## config.mk

```make
export PLATFORM = sky130hd
export DESIGN_NAME = hms_display_scan
export DESIGN_NICKNAME = d
export VERILOG_FILES = /design/src/rtl/hms_disp_pkg.sv /design/src/rtl/hms_display_scan_bin60_to_bcd.sv /design/src/rtl/hms_display_scan.sv
export SDC_FILE = /design/constraint.sdc
export NUM_CORES = 1
export LEC_CHECK = 0
export CORE_MARGIN = 10
export CORE_UTILIZATION = 58
export DETAILED_ROUTE_END_ITERATION = 8
export HOLD_SLACK_MARGIN = 0.1
export PLACE_DENSITY = 0.8
export SETUP_SLACK_MARGIN = 0.5
export SLEW_MARGIN = 40
export SYNTH_ARGS = -nofsm -noshare
export SYNTH_HDL_FRONTEND = slang
export SYNTH_SLANG_ARGS = --single-unit
```

## constraint.sdc

```tcl
create_clock -name clk -period 4.15 [get_ports clk]
set_clock_uncertainty 0.05 [all_clocks]
set_input_delay 0.6225 -clock clk [delete_from_list [all_inputs] [get_ports clk]]
set_output_delay 0.6225 -clock clk [all_outputs]
set_load 0.02 [all_outputs]
```

## src/rtl/hms_disp_pkg.sv

```systemverilog
// Shared constants for the HH.MM.SS multiplexed display: active-low segment
// encodings (seg[0]=a .. seg[6]=g), edit-mode codes and field limits.
package hms_disp_pkg;

  localparam int         NUM_DIGITS = 6;
  localparam logic [5:0] HRS_MAX    = 6'd23;
  localparam logic [5:0] MS_MAX     = 6'd59;

  localparam logic [2:0] MODE_SEC = 3'd1;
  localparam logic [2:0] MODE_MIN = 3'd2;
  localparam logic [2:0] MODE_HRS = 3'd3;

  localparam logic [6:0] SEG_DASH  = 7'h3F;
  localparam logic [6:0] SEG_BLANK = 7'h7F;

  localparam logic [6:0] SEG_DIGIT [0:9] = '{
    7'h40, 7'h79, 7'h24, 7'h30, 7'h19,
    7'h12, 7'h02, 7'h78, 7'h00, 7'h10
  };

  // Nibbles above 9 cannot come out of a valid field; show them as a dash.
  function automatic logic [6:0] seg_of(input logic [3:0] v);
    if (v > 4'd9) return SEG_DASH;
    return SEG_DIGIT[v];
  endfunction

endpackage

```

## src/rtl/hms_display_scan_bin60_to_bcd.sv

```systemverilog
// Combinational 6-bit binary (0..63) to two BCD nibbles, plus a flag when the
// value exceeds the caller-supplied field limit.
module bin60_to_bcd (
  input  logic [5:0] bin_i,
  input  logic [5:0] limit_i,
  output logic [3:0] tens_o,
  output logic [3:0] ones_o,
  output logic       oor_o
);

  assign tens_o = 4'(bin_i / 6'd10);
  assign ones_o = 4'(bin_i - 6'(tens_o) * 6'd10);
  assign oor_o  = (bin_i > limit_i);

endmodule

```

## src/rtl/hms_display_scan.sv

```systemverilog
// Scans HH.MM.SS onto digits 5..0 of an 8-digit common-anode display, with a
// per-frame input snapshot and blinking of the field under edit.
module hms_display_scan
  import hms_disp_pkg::*;
#(
  parameter int REFRESH_DIV = 100_000,
  parameter int BLINK_DIV   = 25_000_000
) (
  input  logic       clk,
  input  logic       rst,
  input  logic [4:0] hrs,
  input  logic [5:0] min,
  input  logic [5:0] sec,
  input  logic [2:0] mode,
  output logic [7:0] an,
  output logic [6:0] seg,
  output logic       dp
);

  localparam int PW = (REFRESH_DIV > 1) ? $clog2(REFRESH_DIV) : 1;
  localparam int BW = (BLINK_DIV   > 1) ? $clog2(BLINK_DIV)   : 1;

  logic [PW-1:0] presc_q, presc_d;
  logic [BW-1:0] bcnt_q, bcnt_d;
  logic          blink_q, blink_d;
  logic [2:0]    digit_q, digit_d;
  logic          live_q, live_d;
  logic          tick, bterm, frame_start;

  logic [4:0] hrs_q;
  logic [5:0] min_q, sec_q;
  logic [2:0] mode_q;

  logic [7:0] an_q, an_d;
  logic [6:0] seg_q, seg_d;
  logic       dp_q, dp_d;

  logic [3:0] h_tens, h_ones, m_tens, m_ones, s_tens, s_ones;
  logic       h_oor, m_oor, s_oor;

  bin60_to_bcd u_hrs (
    .bin_i({1'b0, hrs_q}), .limit_i(HRS_MAX),
    .tens_o(h_tens), .ones_o(h_ones), .oor_o(h_oor)
  );
  bin60_to_bcd u_min (
    .bin_i(min_q), .limit_i(MS_MAX),
    .tens_o(m_tens), .ones_o(m_ones), .oor_o(m_oor)
  );
  bin60_to_bcd u_sec (
    .bin_i(sec_q), .limit_i(MS_MAX),
    .tens_o(s_tens), .ones_o(s_ones), .oor_o(s_oor)
  );

  assign tick  = (presc_q == PW'(REFRESH_DIV - 1));
  assign bterm = (bcnt_q == BW'(BLINK_DIV - 1));

  // live_q marks that the first prescaler tick has happened; until then the
  // display stays dark and the first tick itself opens a frame on digit 0.
  always_comb begin
    presc_d     = tick ? '0 : presc_q + 1'b1;
    bcnt_d      = bterm ? '0 : bcnt_q + 1'b1;
    blink_d     = blink_q ^ bterm;
    digit_d     = digit_q;
    live_d      = live_q;
    frame_start = 1'b0;
    if (tick) begin
      live_d = 1'b1;
      if (!live_q) begin
        frame_start = 1'b1;
      end else if (digit_q == 3'(NUM_DIGITS - 1)) begin
        digit_d     = '0;
        frame_start = 1'b1;
      end else begin
        digit_d = digit_q + 3'd1;
      end
    end
  end

  logic [3:0] nib;
  logic       oor;
  logic [2:0] fmode;

  always_comb begin
    nib   = 4'd0;
    oor   = 1'b0;
    fmode = MODE_SEC;
    case (digit_q)
      3'd0:    begin nib = s_ones; oor = s_oor; fmode = MODE_SEC; end
      3'd1:    begin nib = s_tens; oor = s_oor; fmode = MODE_SEC; end
      3'd2:    begin nib = m_ones; oor = m_oor; fmode = MODE_MIN; end
      3'd3:    begin nib = m_tens; oor = m_oor; fmode = MODE_MIN; end
      3'd4:    begin nib = h_ones; oor = h_oor; fmode = MODE_HRS; end
      3'd5:    begin nib = h_tens; oor = h_oor; fmode = MODE_HRS; end
      default: begin nib = 4'd0;   oor = 1'b1;  fmode = MODE_SEC; end
    endcase
  end

  // Blanking wins over the dash so an out-of-range field still visibly blinks.
  always_comb begin
    an_d  = 8'hFF;
    seg_d = SEG_BLANK;
    dp_d  = 1'b1;
    if (live_q) begin
      an_d[digit_q] = 1'b0;
      seg_d = oor ? SEG_DASH : seg_of(nib);
      dp_d  = !((digit_q == 3'd4) || (digit_q == 3'd2));
      if (blink_q && (mode_q == fmode)) begin
        seg_d = SEG_BLANK;
        dp_d  = 1'b1;
      end
    end
  end

  always_ff @(posedge clk or posedge rst) begin
    if (rst) begin
      presc_q <= '0;
      bcnt_q  <= '0;
      blink_q <= 1'b0;
      digit_q <= '0;
      live_q  <= 1'b0;
      hrs_q   <= '0;
      min_q   <= '0;
      sec_q   <= '0;
      mode_q  <= '0;
      an_q    <= 8'hFF;
      seg_q   <= SEG_BLANK;
      dp_q    <= 1'b1;
    end else begin
      presc_q <= presc_d;
      bcnt_q  <= bcnt_d;
      blink_q <= blink_d;
      digit_q <= digit_d;
      live_q  <= live_d;
      if (frame_start) begin
        hrs_q  <= hrs;
        min_q  <= min;
        sec_q  <= sec;
        mode_q <= mode;
      end
      an_q  <= an_d;
      seg_q <= seg_d;
      dp_q  <= dp_d;
    end
  end

  assign an  = an_q;
  assign seg = seg_q;
  assign dp  = dp_q;

endmodule

```

After elaboration in Yosys (flattened, before gate mapping)
Memories as Yosys holds them, arrays and structs flattened.
Index checks and enable logic that the tools add are counted.
W data, S select, Z words.
{ "word_totals": {"reg_bits": 83, "romBits": 112, "in_bits": 22, "word_cells": 75, "out_inout_bits": 16, "mem_count": 1} }
{ "op_classes": {"n_lt_le_gt_ge": 7, "eq_ne": 8, "n_mul": 3, "mux": 23, "reduce_logical": 9, "bitwise": 3, "div": 3, "n_addsub": 6} }
{ "mem_list": {"columns": ["name", "words", "width", "read_ports", "rd_clocked_by_memory_dff", "write_ports", "line_no", "rtl"], "rows": [
  ["(no name shown)", 16, 7, 1, 0, 0, "hms_disp_pkg.sv:24", "return SEG_DIGIT[v];"]
]} }
{ "op_table": {"columns": ["operator", "count"], "rows": [
  ["$mux W7", 7],
  ["$add A25 B1 Y25 const B", 1],
  ["$eq A25 B25 Y1 const B", 1],
  ["$mux W25", 1],
  ["$pmux W4 S6", 1],
  ["$add A17 B1 Y17 const B", 1],
  ["$eq A17 B17 Y1 const B", 1],
  ["$mux W17", 1],
  ["$div A6 B4 Y6 const B", 2],
  ["$gt A6 B6 Y1 const B", 2],
  ["$mul A4 B3 Y3 const B", 3],
  ["$sub A4 B4 Y4", 3],
  ["$mux W1", 8],
  ["$mux W8", 1],
  ["$not A8 Y8", 1],
  ["$div A5 B4 Y6 const B", 1],
  ["$eq A3 B2 Y1 const B", 2],
  ["$eq A3 B3 Y1 const B", 2],
  ["$reduce_or A2 Y1", 3],
  ["$ge A5 B5 Y1 const B", 1],
  ["$gt A5 B5 Y1 const B", 1],
  ["$not A4 Y5", 1],
  ["$gt A4 B4 Y1 const B", 1],
  ["$lt A3 B4 Y1 const B", 1],
  ["14 further kinds", 15]
]} }

Longest topological paths before layout
Gate-level depths: netlist (run 1).
{ "depth": {"ltp_word": 12, "mapped_depth": 18, "depth_no_buf": 17} }

Cells and area by module
A second synthesis (run 1) with hierarchy kept.
{ "unflattened": {"hier_cells": 521, "area_unflattened_um2": 5144.9} }
{ "by_module_without_submodules": {"columns": ["mod", "seq_area_each_um2", "instances", "area_per_inst_um2", "cells_each"], "rows": [
  ["hms_display_scan", 2097.0, 1, 4026.4, 359],
  ["bin60_to_bcd", 0.0, 3, 372.9, 54]
]} }

Worst setup path after synthesis (run 1)
No wires, ideal clock.
{ "synth_timing": {"kind": "reg2reg", "from": "reg min_q[3]", "to": "reg seg_q[5] (netlist: seg[5])", "setup_time_ps": 89, "path_stages_with_launch": 18, "synth_period_minus_slack_ps": 3348, "t_arrival_ps": 3209, "path_buffers": 1, "path_slack_ps": 802, "path_cell_list": "dfrtp_1 -> buf_2 -> nor2_1 -> a22o_1 -> inv_1 -> ha_1 -> nand2b_1 -> o21ai_0 -> o311ai_2 -> ha_1 -> a2bb2oi_1 -> nor2_1 -> a221oi_1 -> inv_1 -> ha_1 -> nor2_1 -> nor4b_1 -> a211oi_1"} }
{ "synth_via": {"elab_chain_len": 12, "elab_cells_between_ends": 17, "cone_classes": "add/sub (1); mul (1); div (1); order compare (2); mux (10); bitwise (1); memory (1)"} }
{ "synth_lines": {"columns": ["item", "line_no", "rtl"], "rows": [
  ["start: declaration", "hms_display_scan.sv:31", "logic [5:0] min_q, sec_q;"],
  ["start signal: assignment", "hms_display_scan.sv:136", "min_q <= min;"],
  ["$div A6 B4 Y6", "hms_display_scan_bin60_to_bcd.sv:11", "assign tens_o = 4'(bin_i / 6'd10);"],
  ["$mul A4 B3 Y3", "hms_display_scan_bin60_to_bcd.sv:12", "assign ones_o = 4'(bin_i - 6'(tens_o) * 6'd10);"],
  ["$sub A4 B4 Y4", "hms_display_scan_bin60_to_bcd.sv:12", null],
  ["$pmux W4 S6", "hms_display_scan.sv:87", "case (digit_q)"],
  ["$not A4 Y5 (implied by the code)", "hms_disp_pkg.sv:24", null],
  ["$mem_v2 Z16 W7", null, null],
  ["$mux W7 (implied by the code) (2 in a row)", "hms_disp_pkg.sv:24", null],
  ["$mux W7", "hms_disp_pkg.sv:24", null],
  ["$mux W7 (*)", "hms_display_scan.sv:105", "seg_d = oor ? SEG_DASH : seg_of(nib);"],
  ["$mux W7 (*)", "hms_display_scan.sv:107", "if (blink_q && (mode_q == fmode)) begin"],
  ["$mux W7 (*)", "hms_display_scan.sv:103", "if (live_q) begin"],
  ["named net seg_d[5]", "hms_display_scan.sv:35", "logic [6:0] seg_q, seg_d;"],
  ["end signal: assignment", "hms_display_scan.sv:141", "seg_q <= seg_d;"],
  ["end: declaration", "hms_display_scan.sv:35", null]
]} }
Mark *: on every way through the listed nets, which the timed path passes. The rest lies on a longest branch. The select of a mux whose other input is x is not followed.
A chain may end at the register's enable or synchronous reset.

Worst setup path after layout (run 1)
{ "layout_timing": {"from": "reg min_q[3]", "to": "reg seg_q[4] (netlist: seg[4])"} }
Same word-level chain as after synthesis.

==> results by group, run 1 <==
Run status
  • Result of the run: complete, no violations

Worst setup path
  • Worst-case register-to-register setup slack: 0.61 ns
  • Sort of element at the end of the critical path: flip-flop
  • Largest driver fanout on the critical path: 8
  • Largest stage delay on the critical path: 0.46 ns
  • Worst setup path class: flip-flop to flip-flop
  • Cell breakdown of the critical path: nor2_1 > o21ai_0 > a22o_4 > inv_1 > ha_1 > nand2b_1 > o21ai_2 > o311ai_4 > ha_1 > fa_1 > o21a_1 > or3_1 > mux2i_4 > o21ai_1 > a32oi_1
  • Cell type with the highest occurrence count on the critical path: ha_1
  • Arrival time reported for the critical path endpoint: 3.78 ns
  • Crit path launch type: flip-flop
  • Worst EP required: 4.39 ns
  • Slowest stage cell, crit path: dfrtp_2

Clock tree
  • Count of hold buffers inserted by post-cts repair: 0
  • CTS tree: yes
  • CTS root buf: clkbuf_8
  • Clock sink count: 83
  • Htree depth: 3
  • Clock network latency to the later pin of the worst-skew pair: 0.36 ns
  • Total clock buffers created by CTS: 9
  • Clock edge transition at the registers on the reported setup and hold paths: 0.09 ns
  • Number of buffers on the longest clock path: 2

Pwr
  • Max rail drop VDD: 0.000186 V
  • Reported leakage power: 2.37 nW
  • P per Cell Area: 311 nW/um2

Finish
  • Number of diodes added for antenna fixing: 0
  • Ratio of cells with drive above 1 in the final layout: 19.1%
  • Post-route cell area: 5370 um2
  • Number of filler instances in the final layout: 575
  • Sequential standard cell area: 2110 um2
  • Final instance count without filler cells: 583
  • Post-layout net count: 515
  • Area occupied by multi-input gates: 2410 um2
  • Layout area overhead: 17.4%

GRT
  • Overall routing resource usage: 16.5%
  • Vias in the first global route: 3358
  • Largest net degree at the start of global routing: 64
  • Wire length of the first global-routing pass: 15.9 mm
  • Initial antenna violation count: 0
  • Remaining Overflow, GRT: 0

Synthesis
  • Area leader, netlist: dfrtp_1
  • Synth Area per Inst: 10.5 um2
  • Simple-gate portion of the synthesized area: 20.8%
  • Share of the synthesized area in compound gates (AO/OA/AOI/OAI): 9.81%
  • EDFF count, synth: 0
  • Area share of the largest cell type after synthesis: 36.6%
  • Xor-xnor portion of the synthesized cell area: 6.31%
  • Async set-reset flop share out of synthesis: 100%
  • Cells taking the most area after synthesis: dfrtp_1, dfstp_2, mux2_4, xor2_1, ha_1
  • Leading cell type by number of instances after synthesis: dfrtp_1
  • Most used flip-flop cell after synthesis: dfrtp_1
  • Largest family of logic cells by synthesized area: simple AND/OR/NAND/NOR gates
  • Count of mapped cells out of synthesis: 436
  • Mux cell area share after synthesis: 8.37%
  • Adder-cell area share of the yosys netlist: 5.14%
  • Sequential-to-total area share from yosys stat: 45.8%
  • Count of yosys warnings during synthesis: 0
  • Flip-flop and latch count after synthesis: 83
  • Number of unique standard cell types used by synthesis: 67
  • Most used standard cells in the synthesized netlist: dfrtp_1, nor2_1, nand2_1
  • Total nets after synthesis: 475
  • Area of the mapped netlist: 4580 um2

Place
  • Worst setup timing slack at the placement stage: 0.391 ns
  • DP HPWL: 6.57 mm
  • Global placement routability congestion: 0.908
  • DP Area: 5010 um2
  • Placed Cells incl. Taps: 563
  • IO Port Bufs: 37

Timing
  • Hold WS: 0.441 ns
  • Final worst path period share: 85.4%
  • Actual transition at the worst max-transition pin: 0.744 ns
  • Count of final setup violators: 0
  • Min Clock Period, post-route: 3.54 ns
  • Setup repair after global routing missed its margin: true
  • Least setup slack across all paths after layout: 0.607 ns
  • Setup TNS after final layout: 0 ns
  • Hold violation count in the final report: 0
  • Remaining max-slew budget at the tightest pin: 50.4%
  • Max-slew violations: 0
  • FMAX: 282 MHz

Drt
  • DRC violations left: 0
  • Number of antenna-violating nets in the routed design: 0
  • Via Count: 3311
  • Number of iterations in the first detailed-routing pass: 4
  • Initial DRC Count: 132
  • Wirelength, routed: 9.49 mm
  • Post-detailed-route wirelength per cell: 16.3 um
  • Vias per cell: 5.68

Die
  • Boundary pin count: 38
  • Placement Rows: 32
  • Height of the die: 109 um
  • Core region area: 7690 um2
  • Die width: 109 um
  • Total die area: 11800 um2
  • Starting utilization of the core area: 59.5%

Worst hold path
  • Worst Hold Class: flip-flop to flip-flop

Flow run
  • Max-cap violation count: 0
[stage by stage]
step,total power (W),utilization [%]
after detailed placement,0.00101,65.1
after global placement,0.00101,65.1
final,0.00167,69.9
after floorplan,0.000962,-
after CTS,0.00166,68.2
after global routing,0.00174,69.9
[flip-flops by register name (all words and copies together), names as in the netlist, 5 cells and up]
register / count
sec_q: 6
min_q: 6
seg: 7
bcnt_q: 25
an: 8
presc_q: 17
hrs_q: 5
[per-layer routing]
layer / share of wire (%) / wire, um / global-route usage [%] / vias to the layer above
met5: 0 / 0 / 0 / -
met4: 2.3 / 221 / 7.63 / 0
met3: 3.8 / 361 / 2.89 / 19
met2: 51 / 4810 / 28.1 / 60
met1: 43 / 4090 / 20.1 / 1612
li1: - / - / - / 1620
[cell type report]
type | instances | share of cell area [%]
timing repair buffer | 42 | 7.59
clock buffer | 12 | 2.70
multi-input combinational | 316 | 45.0
sequential | 83 | 39.2
tap | 102 | 2.38
inverter | 24 | 1.77
clock inverter | 4 | 1.37
[worst max-delay path: cells and delay by family, from the launching register on]
family | cells | cell delay [ns]
flip-flops | 1 | 0.46
AO/OA/AOI/OAI | 7 | 1.25
buffers and inverters | 1 | 0.05
multiplexers | 1 | 0.25
adder cells (fa/ha/maj) | 3 | 0.93
AND/OR/NAND/NOR | 3 | 0.49
[cell usage in the layout (no fill, tap or decap), types with 6 or more instances in the layout]
master           instances
nand3_1                 23
dfrtp_1                 59
o21ai_0                 13
clkbuf_8                10
xnor2_1                 11
nand2b_1                11
clkdlybuf4s50_1         37
and3_1                   9
ha_1                    14
nor2b_1                 12
nand4_1                  6
a21oi_1                  6
inv_1                   23
xor2_1                  22
nor2_1                  38
mux2_4                  20
dfstp_2                 16
dfrtp_2                  8
nand2_1                 36
[path summary, 6_finish.rpt]
check | startpoint | endpoint | depth (start not counted)
worst max-delay path | min_q[3] | seg[4] | 15
worst min-delay path | bcnt_q[0] | bcnt_q[0] | 1
worst max register to register | min_q[3] | seg[4] | 15
worst min register to register | bcnt_q[0] | bcnt_q[0] | 1
max in group asynchronous | rst | an[2] | 3
min in group asynchronous | rst | presc_q[1] | 2
[timing repair]
| item | 4_1_cts | 5_1_grt |
|---|---|---|
| resized for setup | 5 | 24 |
| pin swaps | 0 | 3 |
| buffers inserted | 0 | 4 |
| setup endpoints to repair | 6 | 7 |
[where the power goes]
group	internal, W	leakage (nW)	total, W	switching (W)
sequential	0.000820	1.02	0.000835	0.0000153
combinational	0.0000914	1.23	0.000188	0.0000970
clock	0.000356	0.111	0.000649	0.000293
[logic make-up after synthesis]
logic type	after synthesis
adders and majority gates	17
and+or+nand+nor	177
DFF	83
xor gates and xnor gates	33
muxes	28
AOI/OAI and AO/OA	61
buffers and inverters	37
No activity file was read; power rests on OpenSTA's default activity.
==> run 2, diff against run 1 <==
--- a/config.mk
+++ b/config.mk
@@ -9,7 +9,7 @@
 export CORE_UTILIZATION = 58
 export DETAILED_ROUTE_END_ITERATION = 8
 export HOLD_SLACK_MARGIN = 0.1
-export PLACE_DENSITY = 0.8
+export PLACE_DENSITY_LB_ADDON = 0.3
 export SETUP_SLACK_MARGIN = 0.5
 export SLEW_MARGIN = 40
 export SYNTH_ARGS = -nofsm -noshare
==> run 2 against run 1 <==
Via count is 1.1% lower. Highest routed layer unchanged. Fmax is 0.81% higher. Total power is 0.56% higher. Cell count stayed put. Flip-flop and latch count stayed put. Global-route usage is 0.78 points lower. Sequential share of layout area is 0.29 points higher. Clock-buffer cell count is 2 lower. Sequential power hardly changed.
==> results by group, run 2 (synthesized netlist as in run 1, its figures left out) <==
Timing
  • Min Clock Period, post-route: 3.51 ns
  • Hold violation count in the final report: 0
  • FMAX: 285 MHz
  • Setup TNS after final layout: 0 ns
  • Setup repair after global routing missed its margin: false
  • Count of final setup violators: 0
  • Least setup slack across all paths after layout: 0.635 ns
  • Final worst path period share: 84.7%
  • Max-slew violations: 0
  • Remaining max-slew budget at the tightest pin: 49.8%
  • Actual transition at the worst max-transition pin: 0.752 ns

Die
  • Total die area: 11800 um2
  • Height of the die: 109 um
  • Placement Rows: 32
  • Core region area: 7690 um2
  • Die width: 109 um
  • Boundary pin count: 38
  • Starting utilization of the core area: 59.5%

Worst setup path
  • Arrival time reported for the critical path endpoint: 3.74 ns
  • CP bufs+invs: 0
  • Crit path launch type: flip-flop
  • Cell type with the highest occurrence count on the critical path: ha_1
  • Slowest stage cell, crit path: dfrtp_2
  • Largest stage delay on the critical path: 0.48 ns
  • Worst setup path class: flip-flop to flip-flop
  • Cell breakdown of the critical path: a21boi_0 > o2bb2ai_1 > ha_1 > nand2b_1 > a22oi_1 > o211ai_1 > ha_1 > fa_1 > or3_1 > a41o_1 > or2_4 > o31ai_2
  • Worst EP required: 4.37 ns
  • Category of cells accounting for the largest share of critical-path delay: compound AO/OA/AOI/OAI gates
  • CP Launch Point: sec_q[4]
  • Sort of element at the end of the critical path: flip-flop
  • Largest driver fanout on the critical path: 9
  • Critical R2R Launch: sec_q[4]

Clock tree
  • Count of hold buffers inserted by post-cts repair: 0
  • Htree depth: 3
  • Clock sink count: 83
  • CTS root buf: clkbuf_8
  • CTS tree: yes
  • Total clock buffers created by CTS: 9
  • Clock edge transition at the registers on the reported setup and hold paths: 0.09 ns
  • Clock network latency to the later pin of the worst-skew pair: 0.36 ns
  • Number of buffers on the longest clock path: 2

Drt
  • Met3 wire length: 412 um
  • Post-detailed-route wirelength per cell: 15.4 um
  • Met1 routed wirelength after detailed routing: 3.94 mm
  • DRC violations left: 0
  • Wirelength, routed: 9.00 mm
  • Initial DRC Count: 116
  • Detailed-routed wire length on met2: 4.56 mm
  • Number of iterations in the first detailed-routing pass: 4
  • Vias per cell: 5.62
  • Number of antenna-violating nets in the routed design: 0
  • Via Count: 3276
  • Uppermost routed layer: met4

GRT
  • Wire length of the first global-routing pass: 15.1 mm
  • Initial antenna violation count: 0
  • Vias in the first global route: 3175
  • Largest net degree at the start of global routing: 34
  • Remaining Overflow, GRT: 0
  • Overall routing resource usage: 15.8%

Place
  • Global placement routability congestion: 0.889
  • Worst setup timing slack at the placement stage: 0.398 ns
  • DP HPWL: 6.36 mm
  • Placed Cells incl. Taps: 564
  • DP Area: 5010 um2
  • IO Port Bufs: 37

Finish
  • Max reg flops: 25
  • Post-layout net count: 515
  • Largest register by flop count: bcnt_q
  • Leading cell type in the layout, fill and taps excluded: dfrtp_1
  • Sequential standard cell area: 2110 um2
  • Ratio of cells with drive above 1 in the final layout: 18.1%
  • Number of filler instances in the final layout: 594
  • Final instance count without filler cells: 583
  • Layout area overhead: 16.5%
  • Highest-count cells in the layout ignoring fill and taps: dfrtp_1, nor2_1, clkdlybuf4s50_1
  • Post-route cell area: 5330 um2
  • Number of diodes added for antenna fixing: 0
  • Area occupied by multi-input gates: 2360 um2

Worst hold path
  • Worst Hold Class: flip-flop to flip-flop
  • Hold Startpoint: presc_q[4]

Run status
  • Result of the run: complete, no violations

Pwr
  • Reported leakage power: 2.37 nW
  • Final Total Pwr: 0.00168 W
  • Max rail drop VDD: 0.000212 V
  • P per Cell Area: 315 nW/um2

Flow run
  • Max-cap violation count: 0
==> run 2: cell count changes in the layout (fill, tap and decap cells not counted), sizes merged <==
cell / change
buf: -1
clkbuf: -2
clkinv: -1
dlymetal6s2s: +1
inv: +3
==> run 2: timing repair <==
action                     CTS  global route
gates resized for setup      1            18
pin swaps                    0             2
setup endpoints to repair    4             7
setup buffers                0             3
gates cloned                 0             0
==> run 2: routing by layer <==
layer | vias up | track usage [%]
met5 | - | 0
met4 | 0 | 3.30
met3 | 7 | 4.66
met2 | 50 | 27.3
met1 | 1610 | 19.0
li1 | 1609 | -
==> run 2: per-stage QoR <==
step | hold slack, ns | utilization, %
6_report | 0.445 | 69.4
5_1_grt | 0.473 | 69.4
4_1_cts | 0.449 | 68.3
3_5_place_dp | 0.431 | 65.2
3_3_place_gp | 0.424 | 65.2
2_1_floorplan | 0.395 | -
==> run 2: path summary, 6_finish.rpt <==
check	end	slack, ns	depth (start not counted)
max in group asynchronous	seg[4]	2.68	3
hold / removal	presc_q[4]	0.44	1
setup / recovery	seg[6]	0.64	12
hold reg to reg	presc_q[4]	0.44	1
setup reg to reg	seg[6]	0.64	12
min in group asynchronous	bcnt_q[3]	0.56	2
==> run 2: power breakdown <==
| group | leakage, nW | total (W) | internal, W | switching [W] |
|---|---|---|---|---|
| Combinational | 1.23 | 0.000178 | 0.0000861 | 0.0000922 |
| Clock | 0.118 | 0.000670 | 0.000363 | 0.000307 |
| Sequential | 1.02 | 0.000834 | 0.000820 | 0.0000141 |
| Total | 2.37 | 0.00168 | 0.00127 | 0.000413 |
==> run 2: cell type report <==
cell class                 count  share of cell area [%]
tap                          102                    2.39
clock buffer                  10                    2.58
clock inverter                 6                    1.78
sequential                    83                    39.5
inverter                      24                    1.71
multi-input combinational    316                    44.3
timing repair buffer          42                    7.74
